### config.mk
export PLATFORM = sky130hd
export DESIGN_NAME = spi_cfg_master
export DESIGN_NICKNAME = d
export VERILOG_FILES = /design/src/rtl/spi_cfg_pkg.sv /design/src/rtl/spi_phase_timer.sv /design/src/rtl/spi_cfg_master.sv
export SDC_FILE = /design/constraint.sdc
export NUM_CORES = 1
export LEC_CHECK = 0
export BUFFER_PORTS_ARGS = -buffer_cell sky130_fd_sc_hd__clkbuf_2
export CAP_MARGIN = 20
export CORE_MARGIN = 5
export CORE_UTILIZATION = 39
export DETAILED_ROUTE_END_ITERATION = 12
export GPL_ROUTABILITY_DRIVEN = 1
export PLACE_DENSITY_LB_ADDON = 0.25
export SYNTH_ARGS = -nofsm -noshare
export SYNTH_HDL_FRONTEND = slang
export SYNTH_SLANG_ARGS = --single-unit
export TNS_END_PERCENT = 1
### constraint.sdc
create_clock -name clk -period 2.3 [get_ports clk]
set_input_delay 0.345 -clock clk [delete_from_list [all_inputs] [get_ports clk]]
set_output_delay 0.345 -clock clk [all_outputs]
set_load 0.02 [all_outputs]
### src/rtl/spi_cfg_pkg.sv
// Shared constants and FSM state type for the SPI configuration master.
package spi_cfg_pkg;

    // Register map of the PWM register bank
    localparam logic [6:0] REG_EN_OUT_7_0  = 7'h00;
    localparam logic [6:0] REG_EN_OUT_15_8 = 7'h01;
    localparam logic [6:0] REG_EN_PWM_7_0  = 7'h02;
    localparam logic [6:0] REG_EN_PWM_15_8 = 7'h03;
    localparam logic [6:0] REG_PWM_DUTY    = 7'h04;

    // Highest address the peripheral implements; anything above is rejected
    localparam logic [6:0] REG_ADDR_MAX = 7'h04;

    // R/W bit + 7-bit address + 8-bit data
    localparam int FRAME_BITS = 16;

    typedef enum logic [2:0] {
        ST_IDLE,
        ST_SETUP,
        ST_HIGH,
        ST_LOW,
        ST_GAP
    } state_t;

endpackage

### src/rtl/spi_phase_timer.sv
// Loadable 8-bit down-counter; tc flags that the current phase is in its last cycle.
module spi_phase_timer (
    input  logic       clk,
    input  logic       rst_n,
    input  logic       load,
    input  logic [7:0] load_val,
    output logic [7:0] count,
    output logic       tc
);

    // Load on phase entry, otherwise count down and park at zero
    always_ff @(posedge clk or negedge rst_n) begin
        if (!rst_n) begin
            count <= 8'd0;
        end else if (load) begin
            count <= load_val;
        end else if (count != 8'd0) begin
            count <= count - 8'd1;
        end
    end

    assign tc = (count == 8'd0);

endmodule

### src/rtl/spi_cfg_master.sv
// Serialises single register-write requests into 16-bit SPI mode-0 frames
// with a guaranteed nCS-high gap between frames.
module spi_cfg_master
    import spi_cfg_pkg::*;
#(
    parameter int CLK_DIV    = 4,
    parameter int GAP_CYCLES = 4
) (
    input  logic       clk,
    input  logic       rst_n,
    input  logic       req_valid,
    output logic       req_ready,
    input  logic       req_write,
    input  logic [6:0] req_addr,
    input  logic [7:0] req_data,
    output logic       done,
    output logic       err,
    output logic       busy,
    output logic       SCLK,
    output logic       nCS,
    output logic       COPI
);

    localparam logic [7:0] DIV_LOAD = 8'(CLK_DIV - 1);
    localparam logic [7:0] GAP_LOAD = 8'(GAP_CYCLES - 1);

    state_t      state_q, state_d;
    logic [4:0]  bit_cnt_q, bit_cnt_d;
    logic [15:0] shift_q, shift_d;
    logic        tmr_load;
    logic [7:0]  tmr_val;
    logic [7:0]  tmr_count;
    logic        tmr_tc;
    logic        sclk_d, ncs_d, copi_d, done_d, err_d;

    spi_phase_timer u_timer (
        .clk      (clk),
        .rst_n    (rst_n),
        .load     (tmr_load),
        .load_val (tmr_val),
        .count    (tmr_count),
        .tc       (tmr_tc)
    );

    // Next-state logic; pin values are computed one cycle ahead so every output is a flop
    always_comb begin
        state_d   = state_q;
        bit_cnt_d = bit_cnt_q;
        shift_d   = shift_q;
        tmr_load  = 1'b0;
        tmr_val   = DIV_LOAD;
        sclk_d    = SCLK;
        ncs_d     = nCS;
        copi_d    = COPI;
        done_d    = 1'b0;
        err_d     = 1'b0;
        case (state_q)
            ST_IDLE: begin
                if (req_valid) begin
                    bit_cnt_d = 5'd0;
                    if (req_addr > REG_ADDR_MAX) begin
                        err_d = 1'b1;
                    end else begin
                        state_d  = ST_SETUP;
                        shift_d  = {req_write, req_addr, req_data};
                        tmr_load = 1'b1;
                        ncs_d    = 1'b0;
                        sclk_d   = 1'b0;
                        copi_d   = req_write;
                    end
                end
            end
            ST_SETUP: begin
                if (tmr_tc) begin
                    state_d   = ST_HIGH;
                    tmr_load  = 1'b1;
                    sclk_d    = 1'b1;
                    bit_cnt_d = bit_cnt_q + 5'd1;
                end
            end
            ST_HIGH: begin
                // Falling edge: present the next bit; zeros shift in behind the frame
                if (tmr_tc) begin
                    state_d  = ST_LOW;
                    tmr_load = 1'b1;
                    sclk_d   = 1'b0;
                    shift_d  = {shift_q[14:0], 1'b0};
                    copi_d   = shift_q[14];
                end
            end
            ST_LOW: begin
                if (tmr_tc) begin
                    if (bit_cnt_q == 5'(FRAME_BITS)) begin
                        state_d  = ST_GAP;
                        tmr_load = 1'b1;
                        tmr_val  = GAP_LOAD;
                        ncs_d    = 1'b1;
                        copi_d   = 1'b0;
                    end else begin
                        state_d   = ST_HIGH;
                        tmr_load  = 1'b1;
                        sclk_d    = 1'b1;
                        bit_cnt_d = bit_cnt_q + 5'd1;
                    end
                end
            end
            ST_GAP: begin
                // done lands in the final gap cycle
                if (tmr_count == 8'd1) begin
                    done_d = 1'b1;
                end
                if (tmr_tc) begin
                    state_d = ST_IDLE;
                end
            end
            default: begin
                state_d = ST_IDLE;
            end
        endcase
    end

    // Control state and registered outputs; reset drives the pins to idle immediately
    always_ff @(posedge clk or negedge rst_n) begin
        if (!rst_n) begin
            state_q   <= ST_IDLE;
            bit_cnt_q <= 5'd0;
            SCLK      <= 1'b0;
            nCS       <= 1'b1;
            COPI      <= 1'b0;
            req_ready <= 1'b1;
            busy      <= 1'b0;
            done      <= 1'b0;
            err       <= 1'b0;
        end else begin
            state_q   <= state_d;
            bit_cnt_q <= bit_cnt_d;
            SCLK      <= sclk_d;
            nCS       <= ncs_d;
            COPI      <= copi_d;
            req_ready <= (state_d == ST_IDLE);
            busy      <= (state_d != ST_IDLE);
            done      <= done_d;
            err       <= err_d;
        end
    end

    // Frame shift register is pure data; it is always reloaded at accept
    always_ff @(posedge clk) begin
        shift_q <= shift_d;
    end

endmodule

==> results.cfg <==
[grt]
gr-total-overflow = 0
gr-usage-met2_pct = 20.4
grt_antenna_before_repair = 0
met1_usage_pct = 16.1
grt_util_all_layers_pct = 12.7
grt_pass1_vias = 1356
grt.busiest_layer = met2
met3_usage_pct = 3.27
grt_pass1_wl_um = 6230
grt_max_degree = 24

[place]
io_buffers = 25
dp_hpwl_um = 2660
place_ws_ps = 176
gp_congestion = 0.833

[floorplan]
initial_utilization_pct = 40.3
dieHeight_um = 79.9
die_w_um = 79.9
io_pins = 26
dieArea_sq_um = 6380
core_sq_um = 4720
num_rows = 25

[sta]
fin_crit_ps = 2000
finalSetupViolCount = 0
hold_slack_ps = 43.4
finalHoldViolations = 0
slew_violations = 0
finalWorstSetupSlack_ps = 302
slew_headroom_pct = 61.4
rsz0062_at_grt = false
setup-tns-final_ps = 0
finalCritPeriodShare_pct = 86.9
worst_pin_slew_ps = 578
max_freq_ghz = 0.500
clock_skew_ps = 6.78

[yosys]
ys_seq_area_share_pct = 54.0
synth_nets = 185
synth_area_leaders = dfrtp_1 28%, edfxtp_1 24%, mux2_2 8.3%
synth_commonest_cells = 21 x dfrtp_1, 16 x nor2_1, 15 x edfxtp_1
post-synth-top-count-cell = dfrtp_1
yosysTopAreaCellShare_pct = 27.6
synthArstFlopShare_pct = 60.5
synth_area_leader_cell = dfrtp_1
synth_area_sq_um = 1900
yosys_warnings = 0
netlist_instances = 162
ys_ff_latch = 38
synth.distinct_cells = 39
synth_ff_type = dfrtp_1
syn_area_per_cell_sq_um = 11.7
synth_edf_count = 15

[clock_network]
hold_buffers = 0
cts.clk_slew.worst_paths_ps = 80
cts_tree = built
cts_root_buffer = clkbuf_8
cts_setup_buffers = 0
clock_latency_ps = 290
cts_htree_levels = 2
cts.sinks = 38
cts_max_path_buffers = 2
cts_made_buffers = 5

[drt]
drc = 0
wl_per_cell_um = 13.7
num_vias = 1261
drtIter0Drc = 56
ant_nets = 0
firstDrtPassIters = 4
viasPerCell = 4.83
drt_wl_total_um = 3590

[critical_path]
crit_chain = inv_1 > ha_1 > nor3b_2 > and2_1 > nand2_1 > nand2_1 > buf_4
crit_required_ps = 2280
r2r_start = u_timer.count[0]
critPathMostFrequentCell = nand2_1
crit_family = simple AND/OR/NAND/NOR gates
crit_path_top_delay_cell = dfrtp_1
critPathMaxFanout = 17
worstRegToRegCells = 7
r2r_end = shift_q[10]
worstSetupEndpointType = flop
cpPeakStageDelay_ps = 410
cp-start-kind = flop
worstPathArrival_ps = 1980
critPathKind = reg -> reg
rrSetupSlack_ps = 300
cp_num_buf_inv = 2

[power]
vdd.ir_drop.worst_v = 0.000498
power_per_cell_area_nw_per_um2 = 1040
leakage_nw = 0.874

[finish]
nNetsFinal = 216
n_antenna_cell = 0
drive_above_1_share_pct = 33.5
syn2layout_area_growth_pct = 15.6

[flow_run]
drv_cap = 0

[min_path]
holdCritPathClass = in -> async

[run_status]
status = completed
-- per-layer routing --
metal | share of wire, % | vias to the layer above | routed length [um]
li1 | - | 638 | -
met1 | 47 | 595 | 1690
met2 | 47 | 21 | 1690
met3 | 3.7 | 7 | 131
met4 | 2.0 | 0 | 72
met5 | 0 | - | 0
-- stage by stage --
| stage | cell area (sq um) | util, % | instances | power [mW] |
|---|---|---|---|---|
| floorplan | 1900 | - | 162 | 1.65 |
| global placement | 2110 | 44.6 | 253 | 1.82 |
| detailed placement | 2110 | 44.6 | 253 | 1.85 |
| CTS | 2200 | 46.5 | 261 | 2.31 |
| global route | 2200 | 46.6 | 261 | 2.47 |
| finish | 2200 | 46.6 | 261 | 2.29 |
-- what timing repair did --
action,in CTS,in global routing
hold endpoints to repair,0,0
setup endpoints to repair,0,15
gates resized for setup,0,1
-- cell type report --
class,count,area (sq um)
fill,450,2520
sequential,38,1030
multi-input combinational,114,825
timing repair buffer,29,155
tap,67,83.8
clock buffer,5,68.8
clock inverter,3,21.3
inverter,5,18.8
-- cells by family after synthesis --
logic type | Yosys count | share of synthesized area [%]
xor gates and xnor gates | 7 | 3.22
AOI/OAI and AO/OA | 24 | 8.28
adders and majority gates | 4 | 2.63
DFF | 38 | 54.0
and+or+nand+nor | 62 | 19.1
buffers and inverters | 10 | 2.89
muxes | 17 | 9.86
-- placed cells by master (no fill, tap or decap), types with 2 or more instances in the layout --
cell type / synthesis / layout
mux2_2: 14 / 14
and2_1: 3 / 3
o31ai_1: 2 / 2
xnor2_1: 7 / 7
mux2i_1: 3 / 3
nand2b_1: 5 / 5
dfrtp_1: 21 / 21
nor2_1: 16 / 16
buf_4: 2 / 4
clkbuf_8: 0 / 5
clkbuf_2: 0 / 25
a21oi_1: 9 / 9
inv_1: 5 / 5
nor2b_1: 4 / 4
nand2_1: 8 / 8
nor3_1: 6 / 6
nor4_1: 2 / 2
edfxtp_1: 15 / 15
dfstp_2: 2 / 2
nor4b_2: 2 / 2
nor3b_2: 1 / 2
o21ai_0: 6 / 6
nand3_1: 5 / 5
ha_1: 4 / 4
nand2_2: 2 / 2
-- worst reg2reg max path: cells and delay by family, from the launching register on --
family / cells / cell delay, ps
AND/OR/NAND/NOR: 4 / 720
buffers and inverters: 2 / 340
flip-flops: 1 / 410
adder cells (fa/ha/maj): 1 / 220
-- power breakdown --
group / internal (mW) / switching, mW / total (mW) / leakage [nW]
combinational: 0.368 / 0.424 / 0.792 / 0.408
sequential: 0.867 / 0.178 / 1.04 / 0.421
clock: 0.213 / 0.239 / 0.452 / 0.0441
-- sequential cells by signal, summed over array words and instances (netlist names) --
name / count
done: 1
busy: 1
nCS: 1
state_q: 3
COPI: 1
bit_cnt_q: 5
shift_q: 15
req_ready: 1
SCLK: 1
u_timer.count: 8
err: 1
-- how the worst max path moves through the flow --
stage                                 from           to  slack, ps  cells after the start
after floorplan           u_timer.count[0]   shift_q[0]        220                      7
after global placement    u_timer.count[0]   shift_q[4]        290                      7
after detailed placement  u_timer.count[0]   shift_q[5]        180                      7
after CTS                 u_timer.count[0]   shift_q[7]        150                      7
after global routing      u_timer.count[0]   shift_q[7]        130                      7
final                     u_timer.count[0]  shift_q[10]        300                      7
(Power assumes the default switching activity.)
